File: src/rtl/branch_predictor.sv
// Branch target buffer with 2-bit saturating direction counters for the RV32I fetch stage.
// Optional macro BP_GSHARE_EN indexes the counters by pc index XOR a global history register.
module branch_predictor #(
  parameter  int IDX_BITS = 5,
  localparam int TAG_BITS = 30 - IDX_BITS
) (
  input  logic        clk,
  input  logic        reset,
  input  logic [31:0] if_pc,
  output logic        pred_taken,
  output logic [31:0] pred_next_pc,
  input  logic        ex_valid,
  input  logic        ex_is_branch,
  input  logic        ex_is_jump,
  input  logic [31:0] ex_pc,
  input  logic [31:0] ex_target,
  input  logic        ex_taken
);

  localparam int ENTRIES = 1 << IDX_BITS;

  logic                valid_r   [ENTRIES];
  logic [TAG_BITS-1:0] tag_r     [ENTRIES];
  logic [31:0]         target_r  [ENTRIES];
  logic                is_jump_r [ENTRIES];
  logic [1:0]          ctr_r     [ENTRIES];

  logic [IDX_BITS-1:0] if_idx_s;
  logic [TAG_BITS-1:0] if_tag_s;
  logic [IDX_BITS-1:0] ex_idx_s;
  logic [TAG_BITS-1:0] ex_tag_s;
  logic [IDX_BITS-1:0] pht_rd_idx_s;
  logic [IDX_BITS-1:0] pht_wr_idx_s;
  logic                if_hit_s;
  logic                ex_hit_s;
  logic                upd_s;
  logic                taken_s;
  logic                wr_s;
  logic [1:0]          ctr_nxt_s;
  logic                unused_s;

  assign if_idx_s = if_pc[IDX_BITS+1:2];
  assign if_tag_s = if_pc[31:IDX_BITS+2];
  assign ex_idx_s = ex_pc[IDX_BITS+1:2];
  assign ex_tag_s = ex_pc[31:IDX_BITS+2];
  assign unused_s = ^{if_pc[1:0], ex_pc[1:0]};

`ifdef BP_GSHARE_EN
  logic [IDX_BITS-1:0] ghr_r;

  // Both predict and update use the history as it stands before this edge's shift
  assign pht_rd_idx_s = if_idx_s ^ ghr_r;
  assign pht_wr_idx_s = ex_idx_s ^ ghr_r;

  // Global history shifts in each resolved conditional branch outcome
  always_ff @(posedge clk) begin
    if (reset) begin
      ghr_r <= {IDX_BITS{1'b0}};
    end else if (upd_s && !ex_is_jump) begin
      ghr_r <= {ghr_r[IDX_BITS-2:0], ex_taken};
    end else begin
      ghr_r <= ghr_r;
    end
  end
`else
  assign pht_rd_idx_s = if_idx_s;
  assign pht_wr_idx_s = ex_idx_s;
`endif

  // Zero-latency prediction from the current (pre-update) table contents
  always_comb begin
    if_hit_s   = valid_r[if_idx_s] && (tag_r[if_idx_s] == if_tag_s);
    pred_taken = if_hit_s && (is_jump_r[if_idx_s] || ctr_r[pht_rd_idx_s][1]);
    if (pred_taken) begin
      pred_next_pc = target_r[if_idx_s];
    end else begin
      pred_next_pc = if_pc + 32'd4;
    end
  end

  // Training decision: jumps win over branches and always count as taken
  always_comb begin
    upd_s    = ex_valid && (ex_is_branch || ex_is_jump);
    taken_s  = ex_is_jump || ex_taken;
    ex_hit_s = valid_r[ex_idx_s] && (tag_r[ex_idx_s] == ex_tag_s);
    wr_s     = upd_s && (ex_hit_s || taken_s);
    if (ex_is_jump) begin
      ctr_nxt_s = 2'b11;
    end else if (!ex_hit_s) begin
      ctr_nxt_s = 2'b10;
    end else if (taken_s) begin
      ctr_nxt_s = (ctr_r[pht_wr_idx_s] == 2'b11) ? 2'b11 : ctr_r[pht_wr_idx_s] + 2'b01;
    end else begin
      ctr_nxt_s = (ctr_r[pht_wr_idx_s] == 2'b00) ? 2'b00 : ctr_r[pht_wr_idx_s] - 2'b01;
    end
  end

  // Single write port; reset clears the table and overrides any same-edge update
  always_ff @(posedge clk) begin
    if (reset) begin
      for (int i = 0; i < ENTRIES; i++) begin
        valid_r[i] <= 1'b0;
        ctr_r[i]   <= 2'b01;
      end
    end else if (wr_s) begin
      valid_r[ex_idx_s]   <= 1'b1;
      tag_r[ex_idx_s]     <= ex_tag_s;
      target_r[ex_idx_s]  <= ex_target;
      is_jump_r[ex_idx_s] <= ex_is_jump;
      ctr_r[pht_wr_idx_s] <= ctr_nxt_s;
    end else begin
      valid_r[ex_idx_s] <= valid_r[ex_idx_s];
    end
  end

endmodule

File: config.mk
export PLATFORM = sky130hd
export DESIGN_NAME = branch_predictor
export DESIGN_NICKNAME = d
export VERILOG_FILES = /design/src/rtl/branch_predictor.sv
export SDC_FILE = /design/constraint.sdc
export NUM_CORES = 2
export LEC_CHECK = 0
export ABC_CLOCK_PERIOD_IN_PS = 7700
export CORE_MARGIN = 10
export CORE_UTILIZATION = 38
export DETAILED_ROUTE_END_ITERATION = 8
export PLACE_DENSITY = 0.51
export SLEW_MARGIN = 20
export SYNTH_ARGS = -nofsm -noshare
export SYNTH_HDL_FRONTEND = slang
export SYNTH_SLANG_ARGS = --single-unit
File: constraint.sdc
create_clock -name clk -period 7.7 [get_ports clk]
set_input_delay 1.155 -clock clk [delete_from_list [all_inputs] [get_ports clk]]
set_output_delay 1.155 -clock clk [all_outputs]
set_load 0.01 [all_outputs]
==> key figures <==
Run status
  – Outcome: completed

Floorplanning
  – Cell row count: 172
  – Die area: roughly 0.24 mm²
  – Core box area: approximately 0.22 mm²
  – I/O Pins: between 100 and 150
  – Die width: 490.4 µm
  – Initial Utilization: 0.3822
  – Die Y: 490.4 µm

Route
  – Pre-antenna DRT Iters: 7
  – Total wire length: 296,900 µm
  – ANT nets after route: 0
  – Routed WL per cell: roughly 36 µm
  – Vias per std cell: 6.059
  – DRC: 0
  – Via count: between 40,000 and 50,000
  – Starting DRT DRC Count: 5,687

Worst hold path
  – Hold path start: ex_target[9]
  – Hold Crit Class: input pin to register
  – Worst Hold Depth: 1

Synthesis
  – Mapped Cells: 4,492
  – Synth top area cells: edfxtp_1 70%, mux4_2 13%, mux2i_1 7.1%
  – Library cells used by synthesis: 74
  – EDFF count, synth: around 2,000
  – FF+latch count, synth: between 1,500 and 2,000
  – Dominant cell type by area after synthesis: edfxtp_1
  – YS warnings: 0
  – Mapped Nets: 4,595
  – Asr flop ratio synth: 0
  – Most common flop cell mapped by yosys: edfxtp_1
  – Sequential area share after synthesis: 0.6972
  – Syn Area/Cell: 18.72 µm²
  – Area share of the largest cell type after synthesis: 0.6972
  – Synthesized area: between 0.08 and 0.09 mm²

Critical path
  – Reg2reg path depth: 13
  – Crit path launch type: input pin
  – Critical Path End Type: output port
  – Critical path startpoint: if_pc[6]
  – Data arrival time of the critical path: 6260 ps
  – Type of the worst setup path: input pin to output port
  – Required @ worst endpoint: about 6600 ps
  – Critical Path Fanout Max: 20
  – RR Startpoint: tag_r[30][14]

Final layout
  – Final nets: 5,111
  – Fillers: 18,942
  – Commonest non-fill, non-tap cell in the layout: edfxtp_1
  – Share of layout cells above drive strength 1: 0.2744
  – Area growth, synth to finish: 19.56%
  – Most frequent cells in the layout: 1,952 x edfxtp_1, 599 x mux2i_1, 481 x mux4_2
  – Final Instance Area: 0.1005 mm²

Global route
  – Vias in the first global route: around 49,000
  – Total track usage: 0.2396
  – Largest net degree at the start of global routing: 99
  – Initial antenna violation count: 19
  – GR Overflow Total: 0
  – First-pass GRT wire length: 408,400 µm

STA
  – RSZ-0062 raised after global routing: false
  – Worst slew pin tran: 1194 ps
  – WHS: 784.3 ps
  – Clock Skews: 65.69 ps
  – Setup WS post-layout: 286.5 ps
  – Fin crit share: 0.9628
  – Max Clk Rate: 0.1349 GHz
  – Slew headroom: 0.2026
  – Setup TNS: 0 ps
  – Pins Over Slew Limit: 0
  – Fin. Hold Viols: 0
  – Min Tclk post-route: 7413 ps
  – Final setup violation count: 0

CTS
  – Reg clk slew, reported paths: 60 ps
  – CTS max path bufs: 3
  – CTS Hold Bufs: 0
  – Root Buffer: clkbuf_16
  – CTS H-tree lvls: 4
  – CTS resizes: 0
  – Worst skew pair latency: 890 ps
  – Total CTS buffers: about 210
  – CTS tree: built
  – Setup bufs post-CTS: 0
  – # clock sinks: 1,952

Pwr
  – PwrDens: 233.1 mW/mm²
  – Pleak: approximately 33 nW
  – Max VDD drop: between 0.2 and 0.25 mV

Placed design
  – GP Congestion: ~0.90
  – Port Buffers: between 100 and 150
  – DP Wirelength: ~200,000 µm
  – Place WS: 460.5 ps
  – Area after DPL: between 0.09 and 0.1 mm²

Flow run
  – Max_cap viols: 0
through the flow:
| step | power (mW) | util | cells |
|---|---|---|---|
| 2_1_floorplan | 12.91 | - | 4492 |
| 3_3_place_gp | 13.69 | 0.4268 | 7758 |
| 3_5_place_dp | 13.70 | 0.4268 | 7758 |
| 4_1_cts | 23.60 | 0.4574 | 8140 |
| 5_1_grt | 24.07 | 0.4570 | 8146 |
| 6_report | 23.43 | 0.4570 | 8148 |
report_power, final:
part | switching (mW) | internal (mW) | total, mW
logic | 1.04 | 0.641 | 1.68
clock network | 4.33 | 5.63 | 9.96
registers | 0.0261 | 11.8 | 11.8
total | 5.40 | 18.0 | 23.4
sequential cells by signal (all words and copies together), names as in the netlist:
signal	flops
is_jump_r	32
valid_r	32
tag_r	800
target_r	1024
ctr_r	64
cells in the mapped netlist (41+ instances only):
master	number
mux2i_1	599
buf_2	121
clkbuf_1	115
edfxtp_1	1952
a21oi_1	41
nand2_1	131
a22oi_1	60
mux4_2	481
nor4_1	64
o22ai_1	225
nor2_1	121
nand3_1	42
layout make-up:
type	instances	area, µm²	area share
flip-flops and latches	1952	58620	0.5832
multi-input cells	2224	24120	0.2400
repair buffers	612	7277	0.07240
clock buffers	248	5334	0.05307
well taps	2958	3701	0.03682
clock inverters	134	1389	0.01382
inverters	12	52.55	0.0005228
diodes	8	20.02	0.0001992
final timing paths:
check                    end  slack (ps)
min           target_r[4][9]         780
max          pred_next_pc[4]         290
max reg2reg    tag_r[11][12]        3110
min reg2reg      valid_r[22]        1380
worst max-delay path, stage by stage:
cell	delay (ps)
buf_4	330
buf_4	420
nor4b_1	890
buf_4	340
a22oi_1	110
nand4_1	380
nor3_1	80
a21o_1	210
or4_1	530
or4_1	560
nor2_2	250
buf_12	170
a21oi_1	140
buf_4	180
clkdlybuf4s50_1	470
kinds of logic (layout without fill, tap and decap cells):
group / after synthesis / after routing / synth area share
AOI/OAI and AO/OA: 480 / 480 / 0.03821
other: 0 / 8 / 0
xor gates and xnor gates: 45 / 45 / 0.004688
buffers and inverters: 316 / 1006 / 0.01953
muxes: 1089 / 1089 / 0.2014
adders and majority gates: 2 / 2 / 0.0002679
and+or+nand+nor: 608 / 608 / 0.03868
DFF: 1952 / 1952 / 0.6972
layer usage:
layer	GRT usage	share of wire	vias up
met2	0.3867	0.48	2195
met1	0.3278	0.41	26842
met4	0.08885	0.041	12
met5	0	0.00027	-
li1	-	-	19830
met3	0.03817	0.067	493
Power figures use the tool's default switching activity.
